==> src/rtl/axi4_fb_pkg.sv <==
// rtl/axi4_fb_pkg.sv - shared types, AXI constants and burst address helper for the FB line fetcher
package axi4_fb_pkg;

  typedef enum logic [1:0] {
    ST_IDLE = 2'd0,
    ST_AR   = 2'd1,
    ST_R    = 2'd2,
    ST_DONE = 2'd3
  } fetch_state_e;

  localparam logic [1:0] AXI_BURST_INCR = 2'b01;
  localparam logic [1:0] AXI_RESP_OKAY  = 2'b00;
  localparam logic [3:0] AXI_ARCACHE    = 4'b0011;

  // Byte address of one burst of one line of one layer; evaluated wide, caller truncates.
  function automatic logic [63:0] fb_burst_addr(
    input logic [63:0] base,
    input logic [63:0] frame_bytes,
    input logic [63:0] line_bytes,
    input logic [63:0] burst_bytes,
    input logic [63:0] num_layers,
    input logic        sel,
    input logic [63:0] layer,
    input logic [63:0] line,
    input logic [63:0] burst
  );
    logic [63:0] alt_off;
    alt_off = sel ? (num_layers * frame_bytes) : 64'd0;
    return base + alt_off + layer * frame_bytes + line * line_bytes + burst * burst_bytes;
  endfunction

endpackage

==> src/rtl/axi4_fb_addr_gen.sv <==
// rtl/axi4_fb_addr_gen.sv - layer/burst counters and registered AR address for the FB line fetcher
module axi4_fb_addr_gen
  import axi4_fb_pkg::*;
#(
  parameter int NUM_LAYERS      = 2,
  parameter int ADDR_WIDTH      = 32,
  parameter int LINE_W          = 9,
  parameter int LAYER_W         = 1,
  parameter int BURST_W         = 3,
  parameter int BURSTS_PER_LINE = 5,
  parameter int LINE_BYTES      = 2560,
  parameter int FRAME_BYTES     = 1228800,
  parameter int BURST_BYTES     = 512,
  parameter logic [ADDR_WIDTH-1:0] FB_BASE = ADDR_WIDTH'(32'h81000000)
) (
  input  logic                  clk_i,
  input  logic                  rst_ni,
  input  logic                  start_i,
  input  logic                  adv_i,
  input  logic                  sel_i,
  input  logic [LINE_W-1:0]     line_i,
  output logic [LAYER_W-1:0]    layer_o,
  output logic [BURST_W-1:0]    burst_o,
  output logic                  last_o,
  output logic [ADDR_WIDTH-1:0] araddr_o
);

  localparam logic [BURST_W-1:0] LAST_BURST = BURST_W'(BURSTS_PER_LINE - 1);
  localparam logic [LAYER_W-1:0] LAST_LAYER = LAYER_W'(NUM_LAYERS - 1);

  logic [LAYER_W-1:0]    layer_q, layer_d;
  logic [BURST_W-1:0]    burst_q, burst_d;
  logic [ADDR_WIDTH-1:0] araddr_q, araddr_d;

  // Next burst position: restart on a new line, step burst then layer at each burst end
  always_comb begin
    layer_d  = layer_q;
    burst_d  = burst_q;
    araddr_d = araddr_q;
    if (start_i) begin
      layer_d = '0;
      burst_d = '0;
    end else if (adv_i) begin
      if (burst_q == LAST_BURST) begin
        burst_d = '0;
        layer_d = (layer_q == LAST_LAYER) ? '0 : layer_q + LAYER_W'(1);
      end else begin
        burst_d = burst_q + BURST_W'(1);
      end
    end
    if (start_i || adv_i) begin
      araddr_d = ADDR_WIDTH'(fb_burst_addr(64'(FB_BASE), 64'(FRAME_BYTES), 64'(LINE_BYTES),
                                           64'(BURST_BYTES), 64'(NUM_LAYERS), sel_i,
                                           64'(layer_d), 64'(line_i), 64'(burst_d)));
    end
  end

  // Counter and address registers; the address is held stable for the whole AR phase
  always_ff @(posedge clk_i or negedge rst_ni) begin
    if (!rst_ni) begin
      layer_q  <= '0;
      burst_q  <= '0;
      araddr_q <= '0;
    end else begin
      layer_q  <= layer_d;
      burst_q  <= burst_d;
      araddr_q <= araddr_d;
    end
  end

  assign layer_o  = layer_q;
  assign burst_o  = burst_q;
  assign last_o   = (burst_q == LAST_BURST) && (layer_q == LAST_LAYER);
  assign araddr_o = araddr_q;

endmodule

==> src/rtl/axi4_fb_line_fetcher.sv <==
// rtl/axi4_fb_line_fetcher.sv - AXI4 read master fetching one display line per layer into a ping-pong line buffer
module axi4_fb_line_fetcher
  import axi4_fb_pkg::*;
#(
  parameter int NUM_LAYERS      = 2,
  parameter int ADDR_WIDTH      = 32,
  parameter int DATA_WIDTH      = 64,
  parameter int ID_WIDTH        = 1,
  parameter int BURST_LEN       = 64,
  parameter int H_PIXELS        = 640,
  parameter int V_LINES         = 480,
  parameter int BYTES_PER_PIXEL = 4,
  parameter logic [ADDR_WIDTH-1:0] FB_BASE = ADDR_WIDTH'(32'h81000000),
  localparam int BEAT_BYTES      = DATA_WIDTH / 8,
  localparam int LINE_BYTES      = H_PIXELS * BYTES_PER_PIXEL,
  localparam int FRAME_BYTES     = LINE_BYTES * V_LINES,
  localparam int BEATS_PER_LINE  = LINE_BYTES / BEAT_BYTES,
  localparam int BURSTS_PER_LINE = BEATS_PER_LINE / BURST_LEN,
  localparam int LINE_W          = $clog2(V_LINES),
  localparam int LAYER_W         = (NUM_LAYERS > 1) ? $clog2(NUM_LAYERS) : 1,
  localparam int IDX_W           = (BEATS_PER_LINE > 1) ? $clog2(BEATS_PER_LINE) : 1
) (
  input  logic                  m00_axi_aclk,
  input  logic                  m00_axi_aresetn,
  input  logic                  line_req,
  input  logic [LINE_W-1:0]     line_idx,
  input  logic                  fb_sel,
  output logic [ID_WIDTH-1:0]   m00_axi_arid,
  output logic [ADDR_WIDTH-1:0] m00_axi_araddr,
  output logic [7:0]            m00_axi_arlen,
  output logic [2:0]            m00_axi_arsize,
  output logic [1:0]            m00_axi_arburst,
  output logic                  m00_axi_arlock,
  output logic [3:0]            m00_axi_arcache,
  output logic [2:0]            m00_axi_arprot,
  output logic [3:0]            m00_axi_arqos,
  output logic                  m00_axi_arvalid,
  input  logic                  m00_axi_arready,
  input  logic [DATA_WIDTH-1:0] m00_axi_rdata,
  input  logic [1:0]            m00_axi_rresp,
  input  logic                  m00_axi_rlast,
  input  logic                  m00_axi_rvalid,
  output logic                  m00_axi_rready,
  output logic                  lb_we,
  output logic [LAYER_W-1:0]    lb_layer,
  output logic [IDX_W:0]        lb_addr,
  output logic [DATA_WIDTH-1:0] lb_wdata,
  output logic                  busy,
  output logic                  line_done,
  output logic                  err_resp,
  output logic                  err_last,
  output logic                  overrun,
  input  logic                  clear_err
);

  localparam int BURST_W = (BURSTS_PER_LINE > 1) ? $clog2(BURSTS_PER_LINE) : 1;
  localparam int BEAT_W  = (BURST_LEN > 1) ? $clog2(BURST_LEN) : 1;
  localparam logic [BEAT_W-1:0] LAST_BEAT = BEAT_W'(BURST_LEN - 1);

  if ((BURST_LEN < 1) || (BURST_LEN > 256) || (LINE_BYTES % BEAT_BYTES != 0) ||
      (BEATS_PER_LINE % BURST_LEN != 0)) begin : g_bad_geometry
    $error("axi4_fb_line_fetcher: line must split into whole bursts of 1..256 beats");
  end

  fetch_state_e        state_q;
  logic [LINE_W-1:0]   line_q;
  logic                sel_q;
  logic [BEAT_W-1:0]   beat_q;
  logic                arvalid_q, rready_q, busy_q, line_done_q;
  logic                err_resp_q, err_last_q, overrun_q;

  logic                start, beat_hs, last_beat, burst_end;
  logic                sel_next, ag_sel, ag_last;
  logic [LINE_W-1:0]   ag_line;
  logic [LAYER_W-1:0]  ag_layer;
  logic [BURST_W-1:0]  ag_burst;
  logic                resp_set, last_set, ovr_set;

  assign start     = (state_q == ST_IDLE) && line_req;
  assign beat_hs   = (state_q == ST_R) && rready_q && m00_axi_rvalid;
  assign last_beat = (beat_q == LAST_BEAT);
  assign burst_end = beat_hs && (m00_axi_rlast || last_beat);
  assign sel_next  = (line_idx == '0) ? fb_sel : sel_q;
  assign ag_line   = start ? line_idx : line_q;
  assign ag_sel    = start ? sel_next : sel_q;
  assign resp_set  = beat_hs && (m00_axi_rresp != AXI_RESP_OKAY);
  assign last_set  = burst_end && (m00_axi_rlast != last_beat);
  assign ovr_set   = line_req && (state_q != ST_IDLE);

  axi4_fb_addr_gen #(
    .NUM_LAYERS      (NUM_LAYERS),
    .ADDR_WIDTH      (ADDR_WIDTH),
    .LINE_W          (LINE_W),
    .LAYER_W         (LAYER_W),
    .BURST_W         (BURST_W),
    .BURSTS_PER_LINE (BURSTS_PER_LINE),
    .LINE_BYTES      (LINE_BYTES),
    .FRAME_BYTES     (FRAME_BYTES),
    .BURST_BYTES     (BURST_LEN * BEAT_BYTES),
    .FB_BASE         (FB_BASE)
  ) u_addr_gen (
    .clk_i    (m00_axi_aclk),
    .rst_ni   (m00_axi_aresetn),
    .start_i  (start),
    .adv_i    (burst_end),
    .sel_i    (ag_sel),
    .line_i   (ag_line),
    .layer_o  (ag_layer),
    .burst_o  (ag_burst),
    .last_o   (ag_last),
    .araddr_o (m00_axi_araddr)
  );

  // Fetch sequencer: one outstanding burst at a time, sticky error flags with clear priority
  always_ff @(posedge m00_axi_aclk or negedge m00_axi_aresetn) begin
    if (!m00_axi_aresetn) begin
      state_q     <= ST_IDLE;
      line_q      <= '0;
      sel_q       <= 1'b0;
      beat_q      <= '0;
      arvalid_q   <= 1'b0;
      rready_q    <= 1'b0;
      busy_q      <= 1'b0;
      line_done_q <= 1'b0;
      err_resp_q  <= 1'b0;
      err_last_q  <= 1'b0;
      overrun_q   <= 1'b0;
    end else begin
      line_done_q <= 1'b0;
      if (clear_err) begin
        err_resp_q <= 1'b0;
        err_last_q <= 1'b0;
        overrun_q  <= 1'b0;
      end else begin
        if (resp_set) err_resp_q <= 1'b1;
        if (last_set) err_last_q <= 1'b1;
        if (ovr_set)  overrun_q  <= 1'b1;
      end
      case (state_q)
        ST_IDLE: begin
          if (line_req) begin
            line_q    <= line_idx;
            sel_q     <= sel_next;
            busy_q    <= 1'b1;
            arvalid_q <= 1'b1;
            state_q   <= ST_AR;
          end
        end
        ST_AR: begin
          if (m00_axi_arready) begin
            arvalid_q <= 1'b0;
            rready_q  <= 1'b1;
            beat_q    <= '0;
            state_q   <= ST_R;
          end
        end
        ST_R: begin
          if (beat_hs) begin
            if (burst_end) begin
              rready_q <= 1'b0;
              beat_q   <= '0;
              if (ag_last) begin
                busy_q      <= 1'b0;
                line_done_q <= 1'b1;
                state_q     <= ST_DONE;
              end else begin
                arvalid_q <= 1'b1;
                state_q   <= ST_AR;
              end
            end else begin
              beat_q <= beat_q + BEAT_W'(1);
            end
          end
        end
        ST_DONE: state_q <= ST_IDLE;
        default: state_q <= ST_IDLE;
      endcase
    end
  end

  assign m00_axi_arid    = '0;
  assign m00_axi_arlen   = 8'(BURST_LEN - 1);
  assign m00_axi_arsize  = 3'($clog2(BEAT_BYTES));
  assign m00_axi_arburst = AXI_BURST_INCR;
  assign m00_axi_arlock  = 1'b0;
  assign m00_axi_arcache = AXI_ARCACHE;
  assign m00_axi_arprot  = 3'b000;
  assign m00_axi_arqos   = 4'b0000;
  assign m00_axi_arvalid = arvalid_q;
  assign m00_axi_rready  = rready_q;

  assign lb_we    = beat_hs;
  assign lb_layer = ag_layer;
  assign lb_addr  = {line_q[0], IDX_W'(ag_burst) * IDX_W'(BURST_LEN) + IDX_W'(beat_q)};
  assign lb_wdata = m00_axi_rdata;

  assign busy      = busy_q;
  assign line_done = line_done_q;
  assign err_resp  = err_resp_q;
  assign err_last  = err_last_q;
  assign overrun   = overrun_q;

endmodule

==> config.mk <==
export PLATFORM = sky130hd
export DESIGN_NAME = axi4_fb_line_fetcher
export DESIGN_NICKNAME = d
export VERILOG_FILES = /design/src/rtl/axi4_fb_pkg.sv /design/src/rtl/axi4_fb_addr_gen.sv /design/src/rtl/axi4_fb_line_fetcher.sv
export SDC_FILE = /design/constraint.sdc
export NUM_CORES = 1
export LEC_CHECK = 0
export ABC_AREA = 0
export CAP_MARGIN = 20
export CORE_ASPECT_RATIO = 1.25
export CORE_UTILIZATION = 28
export DETAILED_ROUTE_END_ITERATION = 10
export DONT_BUFFER_PORTS = 1
export GPL_ROUTABILITY_DRIVEN = 0
export HOLD_SLACK_MARGIN = 0.12
export PLACE_DENSITY_LB_ADDON = 0.08
export SYNTH_ARGS = -nofsm -noshare
export SYNTH_HDL_FRONTEND = slang
export SYNTH_SLANG_ARGS = --single-unit
==> constraint.sdc <==
create_clock -name m00_axi_aclk -period 5.95 [get_ports m00_axi_aclk]
set_clock_uncertainty 0.1 [all_clocks]
set_input_delay 0.8925 -clock m00_axi_aclk [delete_from_list [all_inputs] [get_ports m00_axi_aclk]]
set_output_delay 0.8925 -clock m00_axi_aclk [all_outputs]
set_load 0.03 [all_outputs]
==> results.md, run 1 <==
* Worst Hold Class: in2async
* Max Fclk at about 0.20 GHz
* Reg-to-Reg End: u_addr_gen.araddr_o[21]
* Combinational share of power at slightly above 60%
* Top-count cell post-synth: buf_4
* Max H-tree Level at 2
* Synth area leaders: dfrtp_1 (28%), buf_4 (21%), ha_1 (11%)
* Global-route wire length before repair at roughly 14000 um
* Longest Clk Path Bufs at 2
* Final setup margin at 0.858 ns
* ANT nets after route at 0
* Buf/Inv on CP at 1
* Switching Fraction at around half
* Worst Path Max Fanout at 24
* Worst VDD drop at about 0.19 mV
* 1st-iter DRT viols at 108
* Port bufs at 0
* Synth Instances at 424
* Worst slew pin tran at 0.809 ns
* Worst reg-to-reg path cell count at 16
* FILL cells at around 1400
* Max stage delay on crit path at approximately 0.54 ns
* Post-CTS Resized at 0
* WS Path Type: reg2reg
* CTS Buf Count at 5
* Remaining Overflow, GRT at 0
* Final hold violation count at 0
* DIE HEIGHT at ~130 um
* Final setup TNS at 0 ns
* Reg power frac at between 20 and 30%
* Worst slack at placement at between 0.6 and 0.7 ns
* Top Family by Delay on Critical Path: adder cells
* Die ar. at ~14000 um2
* Commonest cells post-synth: buf_4 (110), dfrtp_1 (44), nand2_1 (36)
* Area of the multi-input gates at around 2000 um2
* CP arrival at about 5.2 ns
* Crit-path cells: nor3b_2 > buf_4 > mux2_2 > ha_1 > ha_1 > fa_1 > a21o_1 > a21oi_1 > nor4bb_1 > a311o_1 > ha_1 > ha_1 > nand2_1 > o211a_1 > or3b_2 > nand3_1
* Core area at between 10000 and 15000 um2
* Clock Latency Late Sink at approximately 0.29 ns
* Critical R2R Launch: state_q[1]
* Area Growth Syn to Fin at -7.65%
* Setup bufs post-CTS at 0
* CP Capture Type: register
* Final period utilization at about 86%
* Seq. cell area at around 1100 um2
* Clock power frac at between 10 and 15%
* Drt wl/cell at ~17 um
* CP Data Required Time at a little over 6 ns
* Nets@finish at approximately 480
* Gr usage total at about an eighth
* Final Critical Period at ~5 ns
* #FFs+latches synth at 44
* Yosys Warn Count at 0
* Max Cap Viol at 0
* Root buf cell: clkbuf_16
* Slew Viols, Final at 0
* Top FF cell, synth: dfrtp_1
* Vias in the first global route at 2666
* Pwr per Cell Area at 669 nW/um2
* Status: completed
* Hold bufs inserted after CTS at 0
* Post-route DRC at 0
* Vias per inst at between 4 and 5
* HPWL Detailed at between 6000 and 7000 um
* Netlist cell types at 53
* Row cnt at 47
* Initial core utilization at 29.0%
* R2r setup slk at roughly 0.86 ns
* 1st-pass router iterations at 4
* Post-synthesis async set-or-reset flop share at 100%
* Avg Cell Area, Syn at about 9.2 um2
* Post-Route WL at between 8000 and 9000 um
* Post-synthesis sequential area ratio at between 20% and 30%
* Leak pwr at roughly 1.6 nW
* Die Span X at 107 um
* CTS sink count at between 40 and 50
* Cell accounting for the most synthesized area: dfrtp_1
* Slew HR at a little under half
* Ports at about 220
* # diodes at 0
* Reg clk slew, reported paths at approximately 0.070 ns
* Worst path slowest cell: dfrtp_1
* RSZ-0062 raised after global routing: false
* NetSw at between 1 and 1.5 mW
* Top cell type's share of synthesized area at around 28%
* Initial antenna violation count at 0
* Cell internal pwr at 1.22 mW
* Post-synth EDFFs at 0
* Largest net degree at the start of global routing at 45
* Vias at around 2500
* Share of layout cells above drive strength 1 at 10.3%
* Mapped Area at about 3900 um2
* Crit start category: register
* Cell repeated most along the worst path: ha_1
* CTS tree: done
* Final Setup Violations at 0
[per-stage QoR]
| stage | hold WS, ns | cells | utilization (%) | power (mW) | area, um2 |
|---|---|---|---|---|---|
| floorplan | 0.374 | 464 | - | 1.85 | 4040 |
| global placement | 0.382 | 521 | 25.5 | 2.11 | 3410 |
| detailed placement | 0.389 | 521 | 25.5 | 2.11 | 3410 |
| CTS | 0.180 | 529 | 26.8 | 2.46 | 3600 |
| global route | 0.177 | 529 | 26.8 | 2.66 | 3600 |
| finish | 0.194 | 529 | 26.8 | 2.41 | 3600 |
[cell families (layout without fill, tap and decap cells)]
logic type               Yosys count  count (layout)  share of synthesized area (%)
AO/OA/AOI/OAI                     76              76                           13.0
XOR/XNOR                          12              12                           2.70
adder cells (fa/ha/maj)           37              37                           12.5
buffers and inverters            130              24                           23.3
flip-flops                        44              44                           28.3
multiplexers                      23              23                           6.52
other                              2              42                          0.193
AND/OR/NAND/NOR                  100             100                           13.6
[sequential cells by signal (all words and copies together), names as in the netlist, 2 cells and up]
register             count
beat_q                   6
line_q                   9
state_q                  2
u_addr_gen.araddr_o     15
u_addr_gen.burst_o       3
[cell usage in the layout, fill, tap and decap left out, types with 2 or more instances in the layout]
master	Yosys	routed
a211o_1	3	3
a211oi_1	3	3
a21o_1	5	5
a21oi_1	18	18
a22o_1	3	3
and2_1	3	3
and3_1	2	2
clkbuf_16	0	5
clkbuf_8	0	2
conb_1	2	42
dfrtp_1	44	44
fa_1	3	3
ha_1	34	34
inv_1	15	15
mux2_2	19	19
mux2i_1	4	4
nand2_1	36	36
nand2b_1	7	7
nand3_1	9	9
nand3b_1	2	2
nand4_1	3	3
nand4b_4	2	2
nor2_1	18	18
nor2b_1	4	4
nor3_1	4	4
o211a_1	2	2
o211ai_1	4	4
o21a_1	2	2
o21ai_0	22	22
o311ai_0	2	2
or2_2	3	3
xnor2_1	10	10
xor2_1	2	2
[per-layer routing]
metal  GRT usage (%)  part of all wire (%)  vias up
met5               0                     0        -
met4            5.94                   2.5        0
met3            3.30                   6.7       14
met2            22.7                    52      104
met1            14.1                    39     1221
li1                -                     -     1178
[worst max path at each step]
| stage | start | endpoint | cells past startpoint |
|---|---|---|---|
| floorplan | line_req | u_addr_gen.araddr_o[21] | 17 |
| global placement | line_req | u_addr_gen.araddr_o[21] | 16 |
| global route | state_q[1] | u_addr_gen.araddr_o[19] | 16 |
| detailed placement | line_req | u_addr_gen.araddr_o[21] | 16 |
| finish | state_q[1] | u_addr_gen.araddr_o[21] | 16 |
| CTS | state_q[1] | u_addr_gen.araddr_o[21] | 16 |
[final cells by class]
type | count | area share [%]
Timing Repair Buffer | 1 | 0.209
Sequential cell | 44 | 30.6
Tap cell | 171 | 5.95
Clock buffer | 7 | 4.24
Clock inverter | 1 | 0.835
Multi-Input combinational cell | 290 | 56.6
Inverter | 15 | 1.57
[power groups by stage]
stage | clock [mW] | combinational [mW] | sequential (mW)
5_1_grt | 0.368 | 1.67 | 0.623
2_1_floorplan | 0 | 1.29 | 0.564
6_report | 0.343 | 1.46 | 0.606
3_3_place_gp | 0 | 1.49 | 0.616
4_1_cts | 0.357 | 1.50 | 0.610
3_5_place_dp | 0 | 1.49 | 0.617
[worst register-to-register path, delay by kind of cell (launching register included)]
kind	cells	cell delay, ns
compound gates	4	1.03
fa+ha+maj	5	1.67
buf+inv	1	0.31
flops	1	0.54
mux	1	0.41
simple gates	5	0.98
Power figures use the tool's default switching activity.
==> run 2, diff against run 1 <==
--- a/config.mk
+++ b/config.mk
@@ -12,7 +12,6 @@
 export DETAILED_ROUTE_END_ITERATION = 10
 export DONT_BUFFER_PORTS = 1
 export GPL_ROUTABILITY_DRIVEN = 0
-export HOLD_SLACK_MARGIN = 0.12
 export PLACE_DENSITY_LB_ADDON = 0.08
 export SYNTH_ARGS = -nofsm -noshare
 export SYNTH_HDL_FRONTEND = slang
==> constraint.sdc (replaced) <==
create_clock -name m00_axi_aclk -period 5.95 [get_ports m00_axi_aclk]
set_clock_uncertainty 0.1 [all_clocks]
set_input_delay 0.8925 -clock m00_axi_aclk [delete_from_list [all_inputs] [get_ports m00_axi_aclk]]
set_output_delay 0.8925 -clock m00_axi_aclk [all_outputs]
set_load 0.1 [all_outputs]
==> results.md, run 2 (synthesis gave the netlist of run 1 again) <==
* FILL cells at 1475 (was 1447)
* Largest net degree at the start of global routing at 45 (unchanged)
* Worst Path Max Fanout at 24 (unchanged)
* Post-CTS Resized at 0 (unchanged)
* Clock Latency Late Sink at 0.29 ns (about the same)
* 1st-iter DRT viols at 133 (was 108)
* 1st-pass router iterations at 4 (unchanged)
* WS Path Type: reg2reg (unchanged)
* Vias at 2523 (was 2517)
* Final setup TNS at 0 ns (unchanged)
* Gr usage total at 12.4% (was 12.8%)
* Core area at 13400 um2 (unchanged)
* Pwr per Cell Area at 759 nW/um2 (was 669 nW/um2)
* Port bufs at 0 (unchanged)
* CP Data Required Time at 6.07 ns (about the same)
* Share of layout cells above drive strength 1 at 12.3% (was 10.3%)
* Slew Viols, Final at 0 (unchanged)
* Area Growth Syn to Fin at -6.81% (was -7.65%)
* HPWL Detailed at 6770 um (was 6750 um)
* Root buf cell: clkbuf_16 (unchanged)
* Post-route DRC at 0 (unchanged)
* Slew HR at 36.6% (was 46.0%)
* Die ar. at 14400 um2 (unchanged)
* Max Fclk at 0.197 GHz (was 0.196 GHz)
* Reg clk slew, reported paths at 0.06 ns (was 0.07 ns)
* CTS sink count at 44 (unchanged)
* Crit start category: register (unchanged)
* Final Setup Violations at 0 (unchanged)
* Longest Clk Path Bufs at 2 (unchanged)
* DIE HEIGHT at 134 um (unchanged)
* Commonest non-fill, non-tap cell in the layout: dfrtp_1 (unchanged)
* Initial antenna violation count at 0 (unchanged)
* Placed cells at 530 (was 521)
* Worst Hold Class: in2async (unchanged)
* Max reg flops at 15 (unchanged)
* Max H-tree Level at 2 (unchanged)
* Layout Utilization at 27.1% (was 26.8%)
* Worst slew pin tran at 0.951 ns (was 0.809 ns)
* Setup bufs post-CTS at 0 (unchanged)
* ANT nets after route at 0 (unchanged)
* Final hold violation count at 0 (unchanged)
* Status: completed (unchanged)
* CTS Buf Count at 5 (unchanged)
* CP Capture Type: register (unchanged)
* Hold bufs inserted after CTS at 0 (unchanged)
* Post-Route WL at 8620 um (was 8760 um)
* RSZ-0062 raised after global routing: false (unchanged)
* Post-Layout Cell Count at 538 (was 529)
* Final period utilization at 85.3% (was 85.6%)
* Leak pwr at 1.68 nW (was 1.65 nW)
* Remaining Overflow, GRT at 0 (unchanged)
* Initial core utilization at 29.0% (unchanged)
* Row cnt at 47 (unchanged)
* Nets@finish at 486 (was 477)
* Max Cap Viol at 0 (unchanged)
* CP arrival at 5.20 ns (was 5.22 ns)
* Hold Slack at 0.193 ns (was 0.194 ns)
* Commonest non-fill, non-tap cells in the layout: dfrtp_1 (43), conb_1 (42), nand2_1 (36) (was dfrtp_1 (44), conb_1 (42), nand2_1 (36))
* Ports at 224 (unchanged)
* Vias per inst at 4.69 (was 4.76)
* Drt wl/cell at 16.0 um (was 16.6 um)
* # diodes at 0 (unchanged)
* Worst VDD drop at 0.208 mV (was 0.190 mV)
* Vias in the first global route at 2539 (was 2666)
* Global-route wire length before repair at 13500 um (was 14100 um)
* Total power at 2.75 mW (was 2.41 mW)
* Die Span X at 107 um (unchanged)
* CTS tree: done (unchanged)
* Final Critical Period at 5.08 ns (was 5.09 ns)
run 2: changes by cell type in the layout (fill, tap and decap cells not counted):
cell       change
buf_4          +9
dfrtp_1        -1
clkbuf_1       +2
dfrtp_2        +1
clkbuf_8       -1
bufinv_16      -1
run 2: stage by stage:
step / area, um2 / setup WS, ns
after floorplan: 4040 / 0.661
after global placement: 3480 / 0.683
after detailed placement: 3480 / 0.609
after CTS: 3630 / 0.867
after global routing: 3630 / 0.669
final: 3630 / 0.874
run 2: layer usage:
metal  global-route usage, %  vias to the layer above  part of all wire, %
met5                       0                        -                    0
met1                    13.1                     1212                   38
met4                    5.02                        0                  1.7
li1                        -                     1199                    -
met2                    22.8                      102                   53
met3                    3.40                       10                  7.3
run 2: layout make-up:
class	count	area, um2	area share, %
tap	171	214	5.90
timing repair buffer	10	75.1	2.07
sequential	44	1100	30.4
multi-input combinational	290	2030	56.1
inverter	15	56.3	1.55
clock buffer	8	146	4.03
run 2: critical path, stage by stage (launching register included):
cell and delay, ns:
dfrtp_1 0.54, nor3b_2 0.22, buf_4 0.31, mux2_2 0.40, ha_1 0.30, ha_1 0.25, fa_1 0.41, a21o_1 0.19
a21oi_1 0.26, nor4bb_1 0.09, a311o_1 0.33, ha_1 0.30, ha_1 0.40, nand2_1 0.09, o211a_1 0.25, or3b_2 0.46
nand3_1 0.09
run 2: worst paths after layout:
path	slack, ns	depth (start not counted)	startpoint	endpoint
setup / recovery	0.87	16	state_q[1]	u_addr_gen.araddr_o[21]
min in group m00_axi_aclk	0.40	1	sel_q	sel_q
max in group asynchronous	5.47	0	m00_axi_aresetn	u_addr_gen.araddr_o[24]
hold / removal	0.19	0	m00_axi_aresetn	beat_q[2]
setup reg to reg	0.87	16	state_q[1]	u_addr_gen.araddr_o[21]
hold reg to reg	0.40	1	sel_q	sel_q
run 2: report_power, final:
group,internal [mW],total [mW],switching [mW]
combinational,0.617,1.65,1.03
clock,0.168,0.286,0.118
sequential,0.388,0.821,0.433
total,1.17,2.75,1.58
